`src/rtl/suspicion_alert_ctrl.sv`:
```
// rtl/suspicion_alert_ctrl.sv - frame-qualified suspicion alarm with blinking LED, buzzer and event counter
// Optional macro ALERT_BUZZER_EN adds the buzzer tone generator; otherwise buzzer_out is tied low.
module suspicion_alert_ctrl #(
  parameter int CLK_HZ         = 100_000_000,
  parameter int BLINK_HZ       = 2,
  parameter int TONE_HZ        = 2000,
  parameter int CONFIRM_FRAMES = 4
) (
  input  logic       clk,
  input  logic       resetn,
  input  logic       ov7670_vsync,
  input  logic       object_detected,
  input  logic       object_susp,
  input  logic       ack,
  output logic       alert_active,
  output logic       alert_led,
  output logic       buzzer_out,
  output logic [7:0] alert_events,
  output logic [1:0] state_dbg
);

  localparam int BLINK_HALF = CLK_HZ / (2 * BLINK_HZ);
  localparam int BW         = (BLINK_HALF > 1) ? $clog2(BLINK_HALF) : 1;
  localparam int CW         = $clog2(CONFIRM_FRAMES + 1);

  typedef enum logic [1:0] {
    IDLE  = 2'd0,
    ARMED = 2'd1,
    ALERT = 2'd2,
    ACKED = 2'd3
  } state_t;

  state_t          state, state_nxt;
  logic [CW-1:0]   confirm_cnt, confirm_nxt;
  logic            vsync_meta, vsync_sync, vsync_prev, frame_tick;
  logic            ack_meta, ack_sync, ack_prev, ack_pulse;
  logic [BW-1:0]   blink_cnt;
  logic            blink_phase;
  logic            alert_entry;

  // Both asynchronous inputs go through two flops before edge detection.
  always_ff @(posedge clk or negedge resetn) begin
    if (!resetn) begin
      vsync_meta <= 1'b0;
      vsync_sync <= 1'b0;
      vsync_prev <= 1'b0;
      frame_tick <= 1'b0;
      ack_meta   <= 1'b0;
      ack_sync   <= 1'b0;
      ack_prev   <= 1'b0;
      ack_pulse  <= 1'b0;
    end else begin
      vsync_meta <= ov7670_vsync;
      vsync_sync <= vsync_meta;
      vsync_prev <= vsync_sync;
      frame_tick <= vsync_sync & ~vsync_prev;
      ack_meta   <= ack;
      ack_sync   <= ack_meta;
      ack_prev   <= ack_sync;
      ack_pulse  <= ack_sync & ~ack_prev;
    end
  end

  always_comb begin
    confirm_nxt = confirm_cnt;
    if (!object_susp) begin
      confirm_nxt = '0;
    end else if (frame_tick && (confirm_cnt != CW'(CONFIRM_FRAMES))) begin
      confirm_nxt = confirm_cnt + 1'b1;
    end
  end

  always_comb begin
    state_nxt = state;
    case (state)
      IDLE:    if (object_detected) state_nxt = ARMED;
      ARMED: begin
        if (confirm_nxt == CW'(CONFIRM_FRAMES)) begin
          state_nxt = ALERT;
        end else if (!object_detected && !object_susp) begin
          state_nxt = IDLE;
        end
      end
      ALERT:   if (ack_pulse) state_nxt = ACKED;
      ACKED:   if (frame_tick && !object_susp) state_nxt = IDLE;
      default: state_nxt = IDLE;
    endcase
  end

  assign alert_entry = (state == ARMED) && (state_nxt == ALERT);

  always_ff @(posedge clk or negedge resetn) begin
    if (!resetn) begin
      state        <= IDLE;
      confirm_cnt  <= '0;
      alert_events <= 8'd0;
      state_dbg    <= 2'd0;
      alert_active <= 1'b0;
      alert_led    <= 1'b0;
    end else begin
      state       <= state_nxt;
      confirm_cnt <= confirm_nxt;
      if (alert_entry && (alert_events != 8'hFF)) begin
        alert_events <= alert_events + 8'd1;
      end
      state_dbg    <= state;
      alert_active <= (state == ALERT);
      alert_led    <= (state == ALERT) ? ~blink_phase : (state == ACKED);
    end
  end

  // Counters sit at zero outside ALERT, so entry always starts a fresh period.
  always_ff @(posedge clk or negedge resetn) begin
    if (!resetn) begin
      blink_cnt   <= '0;
      blink_phase <= 1'b0;
    end else if (state != ALERT) begin
      blink_cnt   <= '0;
      blink_phase <= 1'b0;
    end else if (blink_cnt == BW'(BLINK_HALF - 1)) begin
      blink_cnt   <= '0;
      blink_phase <= ~blink_phase;
    end else begin
      blink_cnt <= blink_cnt + 1'b1;
    end
  end

`ifdef ALERT_BUZZER_EN
  localparam int TONE_HALF = CLK_HZ / (2 * TONE_HZ);
  localparam int TW        = (TONE_HALF > 1) ? $clog2(TONE_HALF) : 1;

  logic [TW-1:0] tone_cnt;
  logic          tone_phase;

  always_ff @(posedge clk or negedge resetn) begin
    if (!resetn) begin
      tone_cnt   <= '0;
      tone_phase <= 1'b0;
      buzzer_out <= 1'b0;
    end else begin
      buzzer_out <= (state == ALERT) & tone_phase;
      if (state != ALERT) begin
        tone_cnt   <= '0;
        tone_phase <= 1'b0;
      end else if (tone_cnt == TW'(TONE_HALF - 1)) begin
        tone_cnt   <= '0;
        tone_phase <= ~tone_phase;
      end else begin
        tone_cnt <= tone_cnt + 1'b1;
      end
    end
  end
`else
  assign buzzer_out = 1'b0;
`endif

endmodule

```
`config.mk`:
```
export PLATFORM = sky130hd
export DESIGN_NAME = suspicion_alert_ctrl
export DESIGN_NICKNAME = d
export VERILOG_FILES = /design/src/rtl/suspicion_alert_ctrl.sv
export SDC_FILE = /design/constraint.sdc
export NUM_CORES = 1
export LEC_CHECK = 0
export ABC_CLOCK_PERIOD_IN_PS = 3700
export CAP_MARGIN = 20
export CORE_MARGIN = 3
export CORE_UTILIZATION = 61
export CTS_CLUSTER_DIAMETER = 50
export DETAILED_ROUTE_END_ITERATION = 10
export GPL_TIMING_DRIVEN = 0
export PLACE_DENSITY = 0.87
export SLEW_MARGIN = 10
export SYNTH_ARGS = -nofsm -noshare
export SYNTH_HDL_FRONTEND = slang
export SYNTH_SLANG_ARGS = --single-unit
export TNS_END_PERCENT = 100
```
`constraint.sdc`:
```
create_clock -name clk -period 3.7 [get_ports clk]
set_clock_uncertainty 0.2 [all_clocks]
set_input_delay 0.74 -clock clk [delete_from_list [all_inputs] [get_ports clk]]
set_output_delay 0.74 -clock clk [all_outputs]
set_load 0.01 [all_outputs]
```
==> reports/metrics.csv, run 1 <==
metric,value,unit
ctsHoldBuffers,0,
power,1140,uW
place.gp.congestion,0.782,
coreArea,3470,sq um
startpoint_type,register,
dr.max_layer_used,met4,
total_leakage_power,0.00110,uW
ys_seq_elements,51,
grt_max_degree,32,
die_area,4520,sq um
ir_worst_vdd,0.353,mV
post_cts_buffers,0,
cp-end-kind,register,
synth-edff-count,0,
clkLatencyLatePin,300,ps
mostFrequentLayoutCells,"51 x dfrtp_1, 35 x nor2_1, 27 x xnor2_1",
drc_errors,0,
grt_pass1_vias,1528,
worst_slew_pin_slew,543,ps
num_vias,1542,
synth_nets,226,
drtAntennaViolNets,0,
ys.flop_type,dfrtp_1,
path_class,reg2reg,
drt_pass1_iterations,4,
cts_resized,0,
drv_slew,0,
grt.overflow.total,0,
synth-async-reset-ratio,1.00,
dp_hpwl,2740,um
fin_crit,2560,ps
io_buffers,17,
grt_first_pass_wirelength,6930,um
cts_tree,done,
rows,21,
seq_area_frac_synth,0.557,
wl_met2,1900,um
ys_types,40,
htreeDepth,2,
status,finished clean,
slew_headroom,0.634,
p_per_area,426,nW/um^2
die_h,67.3,um
yosysWarnings,0,
die_x,67.3,um
fin_util,0.769,
layout-drive-gt1-share,0.0950,
clk_pin_slew,90,ps
numClockSinks,51,
cts_max_path_buffers,2,
max_freq,391,MHz
cts_inserted_buffers,5,
min_path_type,reg2reg,
root_buffer,clkbuf_8,
layout_commonest_cell,dfrtp_1,
syn_area_per_cell,10.6,sq um
setup_viol,0,
fin_nets,251,
syn_to_final_growth,16.6,%
ioPinCount,19,
finalHoldViolCount,0,
dr.first_iter.drc_count,117,
finalWirelength,3920,um
syn_area,2290,sq um
dr_wl_met3,113,um
syn_inst,216,
antenna_found_initial,0,
cp.arrival,2550,ps
period_share,0.692,
min_from,ack_meta,
post_drt_wl_per_cell,13.6,um
cp_max_fo,8,
initial_core_util,0.660,
setup_tns,0,ps
rsz0062_at_grt,no,
startpoint,confirm_cnt[0],
track_usage,0.205,
worstPathRequired,3690,ps
r2r_start,confirm_cnt[0],
num_antenna_cells,0,
wl_met1,1870,um
drv_cap,0,
viasPerCell,5.35,
[synthesized netlist by cell type, types with 2 or more instances]
cell type  count  area [sq um]
nor2b_1        5          31.3
nor2_1        35           131
nor3_1         8          40.0
nor4_1         6          37.5
nand2_1        8          30.0
and3_1         3          18.8
nand4_1        8          50.1
inv_1         13          48.8
nand2b_1       2          12.5
xnor2_1       27           236
nand3_1        9          45.0
xor2_1         5          43.8
a21oi_1        3          15.0
nor2_2         2          12.5
o21ai_0        2          10.0
dfrtp_1       51          1280
ha_1           4          50.1
buf_4          3          22.5
[where the power goes]
| part | leakage, uW | switching, uW | internal, uW | total [uW] |
|---|---|---|---|---|
| registers | 0.000690 | 14.2 | 578 | 592 |
| clock network | 0.0000644 | 178 | 269 | 448 |
| logic | 0.000341 | 50.5 | 47.3 | 97.9 |
| total | 0.00110 | 243 | 895 | 1140 |
[metal layers]
metal | track usage | up-vias
met3 | 0.0549 | 4
met5 | 0 | -
li1 | - | 763
met2 | 0.326 | 21
met1 | 0.279 | 754
met4 | 0.0532 | 0
[cells by family after synthesis]
group | Yosys count | synth area share
xor gates and xnor gates | 32 | 0.122
and+or+nand+nor | 96 | 0.216
other | 1 | 0.00164
AOI/OAI and AO/OA | 11 | 0.0317
buffers and inverters | 19 | 0.0399
muxes | 2 | 0.00929
DFF | 51 | 0.557
adders and majority gates | 4 | 0.0219
[cell type report]
class | instances | area [sq um]
Clock inverter | 3 | 67.6
Tap cell | 46 | 57.6
Fill cell | 238 | 800
Timing Repair Buffer | 18 | 185
Clock buffer | 5 | 68.8
Sequential cell | 51 | 1280
Buffer | 6 | 42.5
Inverter | 13 | 48.8
Multi-Input combinational cell | 146 | 922
[critical path, cell delays in order, from the launching register on]
cell,delay (ps)
dfrtp_1,400
inv_1,80
ha_1,220
a21boi_0,470
mux2i_1,210
nor3_2,490
mux2_2,390
[state kept, by name, indices dropped and copies added, names as in the netlist, 2 cells and up]
name          cells
alert_events      8
confirm_cnt       3
blink_cnt        25
state             2
state_dbg         2
[path summary, 6_finish.rpt]
check	cells after the start	slack, ps	to
worst max register to register	6	1140	alert_events[1]
max in group asynchronous	2	2590	state[0]
min in group asynchronous	1	190	blink_cnt[22]
worst min-delay path	0	150	ack_sync
worst min register to register	0	150	ack_sync
worst max-delay path	6	1140	alert_events[1]
[stage by stage]
step / std cells / setup WS [ps] / hold slack (ps) / instance area [sq um]
2_1_floorplan: 216 / 1430 / 131 / 2290
6_report: 288 / 1140 / 153 / 2670
4_1_cts: 288 / 1150 / 156 / 2670
3_3_place_gp: 279 / 258 / 132 / 2520
3_5_place_dp: 280 / 1040 / 136 / 2530
5_1_grt: 288 / 903 / 177 / 2670
Note: power is estimated with default switching activity, not from simulation.
==> run 2, diff against run 1 <==
--- a/config.mk
+++ b/config.mk
@@ -5,14 +5,14 @@
 export SDC_FILE = /design/constraint.sdc
 export NUM_CORES = 1
 export LEC_CHECK = 0
-export ABC_CLOCK_PERIOD_IN_PS = 3700
+export ABC_CLOCK_PERIOD_IN_PS = 2300
 export CAP_MARGIN = 20
 export CORE_MARGIN = 3
-export CORE_UTILIZATION = 61
+export CORE_UTILIZATION = 51
 export CTS_CLUSTER_DIAMETER = 50
 export DETAILED_ROUTE_END_ITERATION = 10
 export GPL_TIMING_DRIVEN = 0
-export PLACE_DENSITY = 0.87
+export PLACE_DENSITY = 0.78
 export SLEW_MARGIN = 10
 export SYNTH_ARGS = -nofsm -noshare
 export SYNTH_HDL_FRONTEND = slang
==> constraint.sdc (replaced) <==
create_clock -name clk -period 2.3 [get_ports clk]
set_clock_uncertainty 0.2 [all_clocks]
set_input_delay 0.46 -clock clk [delete_from_list [all_inputs] [get_ports clk]]
set_output_delay 0.46 -clock clk [all_outputs]
set_load 0.01 [all_outputs]
==> reports/metrics.csv, run 2 (synthesis results as in run 1) <==
metric,value,unit,change
path_class,reg2reg,,
dr.first_iter.drc_count,92,,-21%
antenna_found_initial,0,,unchanged
finalHoldViolCount,0,,unchanged
hold_ws,153,ps,+0.316 ps
viasPerCell,5.24,,-2.1%
total_leakage_power,0.00111,uW,+1.4%
r2r_start,alert_events[0],,
clk_pin_slew,80,ps,about the same
cts_max_path_buffers,2,,unchanged
rows,23,,+9.5%
wl_met1,1770,um,-5.2%
place.gp.congestion,0.718,,-8.1%
finalWirelength,3810,um,-2.9%
track_usage,0.169,,-0.0362
grt.overflow.total,0,,unchanged
top_regs,"blink_cnt x25, alert_events x8, confirm_cnt x3",,
cts_inserted_buffers,5,,unchanged
root_buffer,clkbuf_8,,
layout_commonest_cell,dfrtp_1,,
drt_pass1_iterations,4,,unchanged
grt_max_degree,31,,-3.1%
io_buffers,17,,unchanged
clkLatencyLatePin,300,ps,about the same
wl_met2,1830,um,-3.7%
startpoint,alert_events[0],,
num_antenna_cells,0,,unchanged
drv_slew,0,,unchanged
top_register,blink_cnt,,
worstPathRequired,2290,ps,-1400 ps
mostFrequentLayoutCells,"50 x dfrtp_1, 35 x nor2_1, 27 x xnor2_1",,
drtAntennaViolNets,0,,unchanged
min_path_type,reg2reg,,
fillers,314,,+32%
min_from,vsync_meta,,
die_x,73.0,um,+8.5%
p_per_area,605,nW/um^2,+42%
grt_first_pass_wirelength,6910,um,-0.40%
post_drt_wl_per_cell,12.9,um,-4.9%
fin_nets,254,,+1.2%
coreArea,4170,sq um,+20%
fin_util,0.646,,-0.124
status,finished clean,,
dr.max_layer_used,met4,,
slew_headroom,0.663,,+0.0286
period_share,0.955,,+0.263
drc_errors,0,,unchanged
cpMaxStageDelayCell,dfrtp_1,,
syn_to_final_growth,17.7,%,
htreeDepth,2,,unchanged
dr_wl_met3,145,um,+28%
fin_crit,2200,ps,-365 ps
worst_slew_pin_slew,505,ps,-38.1 ps
cp_max_fo,8,,unchanged
startpoint_type,register,,
grt_pass1_vias,1515,,-0.85%
drv_cap,0,,unchanged
die_area,5330,sq um,+18%
cp-end-kind,register,,
crit_chain,ha_2 > and3_1 > a311o_1 > nor3_4 > buf_4 > mux2_2,,
slowest_delay,420,ps,-70 ps
cts_tree,done,,
layout-drive-gt1-share,0.127,,+0.0320
die_h,73.0,um,+8.5%
dp_hpwl,2630,um,-3.9%
initial_core_util,0.549,,-0.111
largest_register_ffs,25,,unchanged
power,1630,uW,+43%
cp.arrival,2180,ps,-370 ps
numClockSinks,51,,unchanged
ir_worst_vdd,0.559,mV,+59%
setup_viol,0,,unchanged
ioPinCount,19,,unchanged
num_vias,1541,,-0.065%
max_freq,455,MHz,+17%
==> run 2: cell count changes in the layout (fill, tap and decap cells not counted), moves of 2 or more <==
cell / previous run / this run
nor4_1: 6 / 4
ha_2: 0 / 2
bufinv_16: 2 / 0
ha_1: 4 / 2
==> run 2: stage by stage <==
| step | setup TNS, ps | cells | setup WS (ps) | instance area (sq um) |
|---|---|---|---|---|
| 4_1_cts | 0 | 292 | 8.09 | 2660 |
| 3_5_place_dp | -3950 | 284 | -223 | 2540 |
| 2_1_floorplan | 0 | 216 | 29.0 | 2290 |
| 6_report | 0 | 294 | 105 | 2700 |
| 3_3_place_gp | -48650 | 283 | -895 | 2520 |
| 5_1_grt | -4.58 | 294 | -4.58 | 2700 |
==> run 2: layout make-up <==
cell class                 count  area (sq um)  area share
buffer                         6          46.3      0.0172
clock inverter                 1          5.00     0.00186
clock buffer                   6          82.6      0.0306
tap                           50          62.6      0.0232
inverter                      13          48.8      0.0181
sequential                    51          1280       0.474
multi-input combinational    146           962       0.357
timing repair buffer          21           210      0.0780
==> run 2: timing repair <==
action                                  in CTS  in global routing
endpoints found under the hold margin       21                  0
setup buffers                                0                  2
resized for setup                            4                  7
pin swaps                                    0                  2
cloned                                       0                  0
hold buffers                                 1                  0
endpoints found under the setup margin      28                 29
==> run 2: critical path: cells and delay by family, from the launching register on <==
family                   cells  cell delay [ps]
multiplexers                 1              330
AND/OR/NAND/NOR              2              350
flip-flops                   1              420
buffers and inverters        1              180
AO/OA/AOI/OAI                1              380
adder cells (fa/ha/maj)      1              220
==> run 2: path summary, 6_finish.rpt <==
check	cells after the start	slack, ps	to
max in group asynchronous	3	900	blink_cnt[2]
max	6	100	alert_events[1]
max reg2reg	6	100	alert_events[1]
min in group asynchronous	2	470	alert_events[7]
min	0	150	vsync_sync
min reg2reg	0	150	vsync_sync
==> run 2: report_power, final <==
group	total (uW)	leakage (uW)	switching (uW)	internal (uW)
Clock	505	0.0000470	269	236
Combinational	171	0.000376	90.0	81.2
Sequential	953	0.000688	23.5	930
Total	1630	0.00111	383	1250
==> run 2: routing by layer <==
metal / vias to the layer above / track usage
met3: 6 / 0.0565
met4: 0 / 0.0574
met1: 744 / 0.224
li1: 769 / -
met5: - / 0
met2: 22 / 0.259
